## src/rtl/avl_rect_fill.sv

```systemverilog
`default_nettype none
// ============================================================================
//  Module   : avl_rect_fill
//  Purpose  : Avalon-MM write master that fills an axis-aligned rectangle of
//             a linear 32-bit-per-pixel framebuffer with a single colour.
//             The rectangle is clipped to the frame and each row is emitted
//             as bursts of up to MAX_BURST beats.
//  Config   : AVL_BURST_EN - when defined, rows are written as multi-beat
//             bursts; when undefined, every pixel is its own single-beat
//             transaction (burstcount=1, burstbegin=1 on every beat).
//  Ports    : iCLK/iRST_n          clock, asynchronous active-low reset
//             iStart, iX0, iY0,    command request and rectangle origin,
//             iW, iH, iColor       size and fill colour (latched in IDLE)
//             oBusy, oDone         command in progress / completion pulse
//             avl_*                Avalon-MM write master to the framebuffer
//  Revision : 1.0 - initial release
// ============================================================================
module avl_rect_fill #(
   parameter int          FRAME_W   = 800,
   parameter int          FRAME_H   = 480,
   parameter logic [31:0] BASE_ADDR = 32'h2000_0000,
   parameter int          MAX_BURST = 16,
   parameter int          BCW       = 5,
   parameter int          XW        = 10,
   parameter int          YW        = 10
) (
   input  logic           iCLK,
   input  logic           iRST_n,
   input  logic           iStart,
   input  logic [XW-1:0]  iX0,
   input  logic [YW-1:0]  iY0,
   input  logic [XW-1:0]  iW,
   input  logic [YW-1:0]  iH,
   input  logic [31:0]    iColor,
   output logic           oBusy,
   output logic           oDone,
   input  logic           avl_waitrequest,
   output logic [31:0]    avl_address,
   output logic [31:0]    avl_writedata,
   output logic           avl_write,
   output logic           avl_read,
   output logic           avl_burstbegin,
   output logic [BCW-1:0] avl_burstcount
);

   localparam logic [1:0] S_IDLE  = 2'd0;
   localparam logic [1:0] S_SETUP = 2'd1;
   localparam logic [1:0] S_WRITE = 2'd2;
   localparam logic [1:0] S_FIN   = 2'd3;

`ifdef AVL_BURST_EN
   localparam int BURST_LEN = MAX_BURST;
`else
   // Single-beat mode: MAX_BURST has no effect on the burst length.
   localparam int BURST_LEN = (MAX_BURST > 0) ? 1 : 1;
`endif

   localparam logic [31:0] FW     = 32'(FRAME_W);
   localparam logic [31:0] FH     = 32'(FRAME_H);
   localparam logic [31:0] BL     = 32'(BURST_LEN);
   localparam logic [31:0] STRIDE = 32'(FRAME_W * 4);

   logic [1:0]    state, state_next;
   logic [XW-1:0] x0, w;
   logic [YW-1:0] y0, h;
   logic [31:0]   color;
   logic [31:0]   row_addr;    // address of the first pixel of the current row
   logic [31:0]   row_rem;     // pixels of the row not yet covered by a burst
   logic [31:0]   rows_rem;    // rows still to do after the current one
   logic [31:0]   beats_left;  // beats of the current burst still to accept

   logic [31:0] x0_32, y0_32, w_32, h_32;
   logic [31:0] ew_raw, eh_raw, ew, eh, origin, first_len, next_len;
   logic        empty, accept, last_beat;

   // ---- clipping and address arithmetic (all in 32 bits) ----
   assign x0_32  = 32'(x0);
   assign y0_32  = 32'(y0);
   assign w_32   = 32'(w);
   assign h_32   = 32'(h);
   // These wrap when the origin is off-frame; empty catches that case first.
   assign ew_raw = FW - x0_32;
   assign eh_raw = FH - y0_32;
   assign ew     = (w_32 < ew_raw) ? w_32 : ew_raw;
   assign eh     = (h_32 < eh_raw) ? h_32 : eh_raw;
   assign empty  = (x0_32 >= FW) || (y0_32 >= FH) || (ew == 32'd0) || (eh == 32'd0);
   assign origin = BASE_ADDR + ((y0_32 * FW + x0_32) << 2);

   // Length of the first burst of a row, and of the next burst within a row.
   assign first_len = (ew < BL) ? ew : BL;
   assign next_len  = (row_rem < BL) ? row_rem : BL;

   assign accept    = (state == S_WRITE) && !avl_waitrequest;
   assign last_beat = (beats_left == 32'd1);

   // ---- FSM: state register ----
   always_ff @(posedge iCLK or negedge iRST_n) begin
      if (!iRST_n) state <= S_IDLE;
      else         state <= state_next;
   end

   // ---- FSM: next state ----
   always_comb begin
      state_next = state;
      case (state)
         S_IDLE:  if (iStart) state_next = S_SETUP;
         S_SETUP: state_next = empty ? S_FIN : S_WRITE;
         S_WRITE: if (accept && last_beat && (row_rem == 32'd0) && (rows_rem == 32'd0))
                     state_next = S_FIN;
         S_FIN:   state_next = S_IDLE;
         default: state_next = S_IDLE;
      endcase
   end

   // ---- FSM: outputs ----
   always_comb begin
      oBusy     = 1'b0;
      oDone     = 1'b0;
      avl_write = 1'b0;
      case (state)
         S_SETUP: oBusy = 1'b1;
         S_WRITE: begin oBusy = 1'b1; avl_write = 1'b1; end
         S_FIN:   begin oBusy = 1'b1; oDone = 1'b1; end
         default: ;
      endcase
   end

   assign avl_read      = 1'b0;
   assign avl_writedata = color;

   // ---- datapath: command latch, burst bookkeeping, Avalon outputs ----
   // Bus-visible registers only move on an accepted beat, so everything is
   // held for free while the slave stalls.
   always_ff @(posedge iCLK or negedge iRST_n) begin
      if (!iRST_n) begin
         x0             <= '0;
         y0             <= '0;
         w              <= '0;
         h              <= '0;
         color          <= '0;
         row_addr       <= '0;
         row_rem        <= '0;
         rows_rem       <= '0;
         beats_left     <= '0;
         avl_address    <= '0;
         avl_burstcount <= '0;
         avl_burstbegin <= 1'b0;
      end else begin
         case (state)
            S_IDLE: begin
               if (iStart) begin
                  x0    <= iX0;
                  y0    <= iY0;
                  w     <= iW;
                  h     <= iH;
                  color <= iColor;
               end
            end
            S_SETUP: begin
               if (!empty) begin
                  row_addr       <= origin;
                  avl_address    <= origin;
                  avl_burstcount <= first_len[BCW-1:0];
                  beats_left     <= first_len;
                  row_rem        <= ew - first_len;
                  rows_rem       <= eh - 32'd1;
                  avl_burstbegin <= 1'b1;
               end
            end
            S_WRITE: begin
               if (accept) begin
                  avl_burstbegin <= 1'b0;
                  if (!last_beat) begin
                     beats_left <= beats_left - 32'd1;
                  end else if (row_rem != 32'd0) begin
                     // next burst in the same row
                     avl_address    <= avl_address + (32'(avl_burstcount) << 2);
                     avl_burstcount <= next_len[BCW-1:0];
                     beats_left     <= next_len;
                     row_rem        <= row_rem - next_len;
                     avl_burstbegin <= 1'b1;
                  end else if (rows_rem != 32'd0) begin
                     // first burst of the next row
                     row_addr       <= row_addr + STRIDE;
                     avl_address    <= row_addr + STRIDE;
                     avl_burstcount <= first_len[BCW-1:0];
                     beats_left     <= first_len;
                     row_rem        <= ew - first_len;
                     rows_rem       <= rows_rem - 32'd1;
                     avl_burstbegin <= 1'b1;
                  end
               end
            end
            default: ;
         endcase
      end
   end

endmodule
`default_nettype wire

```

## config.mk

```make
export PLATFORM = sky130hd
export DESIGN_NAME = avl_rect_fill
export DESIGN_NICKNAME = d
export VERILOG_FILES = /design/src/rtl/avl_rect_fill.sv
export SDC_FILE = /design/constraint.sdc
export NUM_CORES = 1
export LEC_CHECK = 0
export BUFFER_PORTS_ARGS = -buffer_cell sky130_fd_sc_hd__buf_2
export CORE_AREA = 2 2 218 220
export CTS_BUF_LIST = sky130_fd_sc_hd__clkbuf_8
export CTS_CLUSTER_DIAMETER = 30
export DETAILED_ROUTE_END_ITERATION = 12
export DIE_AREA = 0 0 220 222
export SLEW_MARGIN = 20
export SYNTH_ARGS = -nofsm -noshare
export SYNTH_HDL_FRONTEND = slang
export SYNTH_SLANG_ARGS = --single-unit
```

## constraint.sdc

```tcl
create_clock -name iCLK -period 6.8 [get_ports iCLK]
set_input_delay 0.34 -clock iCLK [delete_from_list [all_inputs] [get_ports iCLK]]
set_output_delay 0.34 -clock iCLK [all_outputs]
set_load 0.05 [all_outputs]
```

Word-level counts from Yosys, hierarchy flattened
Cells that the tools add are included.

Input port bits: 76. Flip-flop bits (word level): 240. Logic and storage cells: 118. Output and inout bits: 74.

Mux-type cells: 51. $mul: 1. Reductions and logical operators: 23. Equal/unequal tests: 13. Magnitude comparators: 6. Add/sub/neg operators: 11.

Operators by type and width (number): $mux 32 (27); $pmux 32 s2 (5); $logic_not 32->1 (4); $sub 32x1->32 const B (3); $lt 10x32->1 (2); $lt 32x1->1 const B (2); $reduce_bool 32->1 (2); $sub 32x32->32 (2); $add 32x12->32 const B (1); $add 32x7->32 (1); $eq 32x1->1 const B (1); $add 30x23->31 const A (1); $mux 5 (5); $add 20x10->21 (1); $mul 10x5->15 const B (1); $sub 10x10->11 const A (1); $sub 9x10->11 const A (1); $ge 10x10->1 const B (1); $ge 10x9->1 const B (1); $ne 2x2->1 const B (5); $pmux 5 s2 (1); $mux 1 (9); $pmux 2 s4 (1); $reduce_and 6->1 (1); 17 further kinds (26).

Longest topological paths before layout
Depth in word-level cells: 11. Mapped depth: 25. Depth with buffers taken out: 22.

Least setup slack after synthesis
Ideal clock, no wire load.

Path kind: reg-to-reg. Start point: register x0[0]. End point: register row_rem[10]. Arrival time: 4.911 ns. Required time: 6.734 ns. Buffers on the path: 4. Period minus slack after synthesis: 4.978 ns. Cell stages (with the launch flop): 24. Library setup time: 0.066 ns. Setup slack: 1.822 ns. Cells stage by stage: dfrtp_1 buf_2 inv_1 ha_1 or4b_4 a21oi_4 xor2_1 inv_1 ha_1 o21a_1 o21bai_1 o32a_1 or2_1 buf_2 clkbuf_1 clkbuf_1 o211ai_1 ha_1 a21oi_1 a21boi_0 nand2_1 ha_1 and3_1 a221o_1.

Longest elaborated chain between the ends: 11. Elaborated cells between the ends (all ways): 19. Classes of those cells: 2 x add/sub; 3 x order compare; 1 x eq/ne; 8 x mux; 5 x reduce/logical.

Ends and longest elaborated chain: start: declaration (RTL line 64) `logic [XW-1:0] x0, w;`; start signal: assignment (RTL line 152) `x0 <= iX0;`; $sub 10x10->11 (RTL line 82) `assign ew_raw = FW - x0_32;`; $lt 10x32->1 (RTL line 84) `assign ew = (w_32 < ew_raw) ? w_32 : ew_raw;`; $mux 32 (RTL line 84); $lt 32x1->1 (RTL line 90) `assign first_len = (ew < BL) ? ew : BL;`; $mux 32 (RTL line 90); $sub 32x32->32 (RTL line 165, 188); $mux 32 (RTL line 182) `end else if (rows_rem != 32'd0) begin`; $mux 32 (RTL line 175) `end else if (row_rem != 32'd0) begin`; $mux 32 (RTL line 173) `if (!last_beat) begin`; $mux 32 (RTL line 171) `if (accept) begin`; $pmux 32 s2 (RTL line 149) `case (state)`; end signal: assignment (RTL line 165) `row_rem <= ew - first_len;`; end signal: assignment (RTL line 180) `row_rem <= row_rem - next_len;`; end signal: assignment (RTL line 188) `row_rem <= ew - first_len;`; end: declaration (RTL line 68) `logic [31:0] row_rem;`.

Parallel ways exist; a longest one is shown, timed or not. The select of a mux whose other input is x is not followed. A chain may end at the register's enable or synchronous reset.

Worst setup path after layout
Start point: register x0[4]. End point: register row_rem[10].

The elaborated chain is that of the path after synthesis.

==> metrics.txt <==
EDFF count, synth 0; nets approximately 2200; switching portion of total power 0.241; CP cell instances nor4_1, a21oi_1, o21ai_0, xnor2_1, ha_1, a211oi_1, o21a_1, o32a_1, or2_1, mux2i_1, nand2_1, o211ai_1, ha_1, a21oi_1, a21boi_0, buf_4, nand2_1, ha_1, and3_1, a221o_1; number of CTS-inserted buffers 61; first-pass GRT wire length 76.5 mm; FP Rows 79; reg2reg end row_rem[10]$_DFFE_PN0P_; remaining antenna violation count 0; count of cell types in the netlist 87; ratio of cells with drive above 1 in the final layout 0.188; Yosys reg bits 237; Max Fclk 163 MHz; Setup crit end row_rem[10]$_DFFE_PN0P_; vias in the first global route roughly 15000; worst-case vdd ir drop ~0.16 mV; Pleak around 9 nW; sequential share of power 0.391; Clock power frac 0.561; TNS Setup 0 ns; clk_lat worst skew a little under 0.7 ns; initial antenna violation count 1; Final Cycle Share 0.902; Cell Area, Synth around 16000 um2; worst setup path start x0[4]$_DFFE_PN0P_; worst reg2reg path depth 20; Core Area between 40000 and 50000 um2; post-placement cell area roughly 17000 um2; CP max FO 23; Worst Setup Path Type register to register; Slew Limit Fails 0; # fillers 4581; die span in x ~220 um; vias per cell around 5.5; Global Route Usage Sum 0.192; prevailing post-synth register cell dfrtp_1; Logic pwr share 0.048; fin util 0.423; Placer Congestion between 0.9 and 1; initial core utilization 0.348; Final Hold Viols 0; most frequent CP cell ha_1; CTS Sinks around 240; DRT iter0 DRCs approximately 1000; Seq/Total Area, Yosys 0.369; CTS tree built; Finished Layout Cells ~2700; skew final 0.0592 ns; CP Launch Type register; cell count after placement 2517; Avg Inst Size Synth ~8.8 um2; Async SR Flop Fraction 1.00; Worst-path clk slew around 0.05 ns; CTS H-tree lvls 2; diodes inserted 0; Net Sw Power 0.916 mW; Residual DRC 0; GR Overflow Total 0; minimum clock period 6.14 ns; final instance area ~20000 um2; Synth Warn # 0; Die H between 200 and 250 um; FF+latch area approximately 5900 um2; area growth from synthesis to layout 21.7%; PortBufs roughly 150; R2R Path Start x0[4]$_DFFE_PN0P_; pin count of the biggest net entering global routing between 90 and 100; die area 48800 um2; via count between 10000 and 15000; hpwl dp 32.4 mm; CTS root buf clkbuf_8; multi-input logic area roughly 9500 um2; RSZ-0062 raised after global routing no; Worst path slowest cell mux2i_1; CP Capture Type register; Final WS setup about 0.66 ns; Critical Path RT around 7.4 ns; crit-path max cell delay 0.67 ns; TritonRoute pass-1 iters 5; wire length per cell ~17 um; pre-CTS setup slack between 0.8 and 0.9 ns; slew margin rel. 0.251; final wirelength roughly 47 mm; status finished, final reports clean; max-cap viol count 0; Mapped Cells between 1500 and 2000; Max clock buf depth 3; r2r setup slk around 0.66 ns; crit path DAT 6.71 ns; Pint ~2.9 mW; P per Cell Area around 190 nW/um2; I/O pins 150; Worst Max-Slew Pin Slew between 1 and 1.5 ns; Final setup violation count 0; Worst Hold Class input port to register
placed cells by master, fill, tap and decap left out, types with 18 or more instances in the layout:
cell type / instances
o211ai_1: 24
o21a_1: 18
xor2_1: 29
mux2_2: 80
and2_1: 19
nand2_1: 179
buf_2: 147
nand4_1: 26
clkbuf_8: 75
nor2_1: 151
dfrtp_1: 237
or3_1: 25
a31oi_1: 20
ha_1: 88
o31ai_1: 28
a21oi_1: 100
nor4_1: 24
xnor2_1: 42
dlygate4sd3_1: 73
inv_1: 89
nor3_1: 57
nand3_1: 55
o21ai_0: 146
and3_1: 22
power groups by stage:
stage / logic [mW] / registers, mW / clock network [mW]
6_report: 0.183 / 1.48 / 2.13
5_1_grt: 0.211 / 1.49 / 2.24
4_1_cts: 0.184 / 1.48 / 2.17
3_5_place_dp: 0.152 / 1.51 / 0
3_3_place_gp: 0.147 / 1.50 / 0
2_1_floorplan: 0.0803 / 1.50 / 0
area by class of cell:
type / count / area share
clock buffer: 75 / 0.0527
clock inverter: 38 / 0.0226
inverter: 80 / 0.0153
multi-input combinational: 1427 / 0.484
sequential: 237 / 0.303
tap: 607 / 0.0388
timing repair buffer: 239 / 0.0832
flip-flops by register name, indices dropped and copies added (netlist names):
register	cells
avl_writedata	32
beats_left	32
row_rem	32
rows_rem	32
avl_address	31
row_addr	30
h	10
w	10
x0	10
y0	10
avl_burstcount	5
state	2
avl_burstbegin	1
per-layer routing:
metal	GRT usage	routed length, um	vias up
met4	0.0747	1340	0
met1	0.252	21200	7197
met5	0	0	-
met2	0.313	21800	425
li1	-	-	7143
met3	0.0326	2520	92
cell families after synthesis:
logic type / after synthesis / share of synthesized area
AO/OA/AOI/OAI: 495 / 0.199
XOR/XNOR: 71 / 0.0387
adder cells (fa/ha/maj): 96 / 0.0780
buffers and inverters: 175 / 0.0454
flip-flops: 237 / 0.369
multiplexers: 94 / 0.0647
other: 2 / 0.000467
AND/OR/NAND/NOR: 661 / 0.205
through the flow:
stage                     hold WS (ns)  total power [mW]
after CTS                        0.147              3.83
final                            0.196              3.79
after floorplan                 0.0444              1.58
after global routing             0.219              3.94
after detailed placement         0.428              1.66
after global placement           0.433              1.65
worst max-delay path: cells and delay by family, from the launching register on:
family,cells,cell delay (ns)
AO/OA/AOI/OAI,9,1.95
AND/OR/NAND/NOR,5,1.69
adder cells (fa/ha/maj),3,0.88
multiplexers,1,0.67
flip-flops,1,0.46
XOR/XNOR,1,0.22
buffers and inverters,1,0.17
cells in the mapped netlist, types with 7 or more instances:
| cell type | count | area share |
|---|---|---|
| nor2b_1 | 13 | 0.0051 |
| nor3_1 | 57 | 0.018 |
| o31ai_1 | 28 | 0.013 |
| a211o_1 | 8 | 0.0044 |
| o41ai_1 | 12 | 0.0065 |
| o21a_1 | 18 | 0.0084 |
| or4_1 | 17 | 0.0079 |
| nand2_1 | 181 | 0.042 |
| nand4_1 | 26 | 0.010 |
| xor2_1 | 29 | 0.016 |
| and2_1 | 20 | 0.0078 |
| o211ai_1 | 24 | 0.011 |
| nand3_1 | 56 | 0.017 |
| a211oi_1 | 11 | 0.0051 |
| mux2_2 | 80 | 0.056 |
| mux2i_1 | 14 | 0.0087 |
| a21o_1 | 10 | 0.0047 |
| nor2_1 | 151 | 0.035 |
| o21ai_0 | 146 | 0.045 |
| or3_1 | 25 | 0.0097 |
| o22ai_1 | 9 | 0.0035 |
| ha_1 | 89 | 0.069 |
| dfrtp_1 | 237 | 0.37 |
| and3_1 | 22 | 0.0086 |
| o21ai_1 | 13 | 0.0040 |
| a31o_2 | 8 | 0.0044 |
| a221o_1 | 9 | 0.0056 |
| a21oi_1 | 100 | 0.031 |
| inv_1 | 80 | 0.019 |
| nand2b_1 | 17 | 0.0066 |
| or2_2 | 14 | 0.0054 |
| a31oi_1 | 20 | 0.0078 |
| clkbuf_1 | 63 | 0.015 |
| fa_1 | 7 | 0.0087 |
| o311ai_0 | 8 | 0.0044 |
| xnor2_1 | 42 | 0.023 |
| nor4_1 | 24 | 0.0093 |
| buf_2 | 19 | 0.0059 |
worst min path at each step:
stage	slack, ns	depth (start not counted)	end	from
final	0.20	5	state[1]$_DFFE_PN0P_	iStart
after global routing	0.22	4	state[1]$_DFFE_PN0P_	iStart
after CTS	0.15	4	state[1]$_DFFE_PN0P_	iStart
after detailed placement	0.43	1	avl_address[31]$_DFFE_PN0P_	iRST_n
after global placement	0.43	1	avl_address[29]$_DFFE_PN0P_	iRST_n
after floorplan	0.04	0	avl_address[0]$_DFFE_PN0P_	iRST_n
timing repair:
item / CTS / global route
hold endpoints to repair: 161 / 0
hold buffers: 73 / 0
gates resized for setup: 0 / 0
setup buffers: 0 / 0
(Power assumes the default switching activity.)
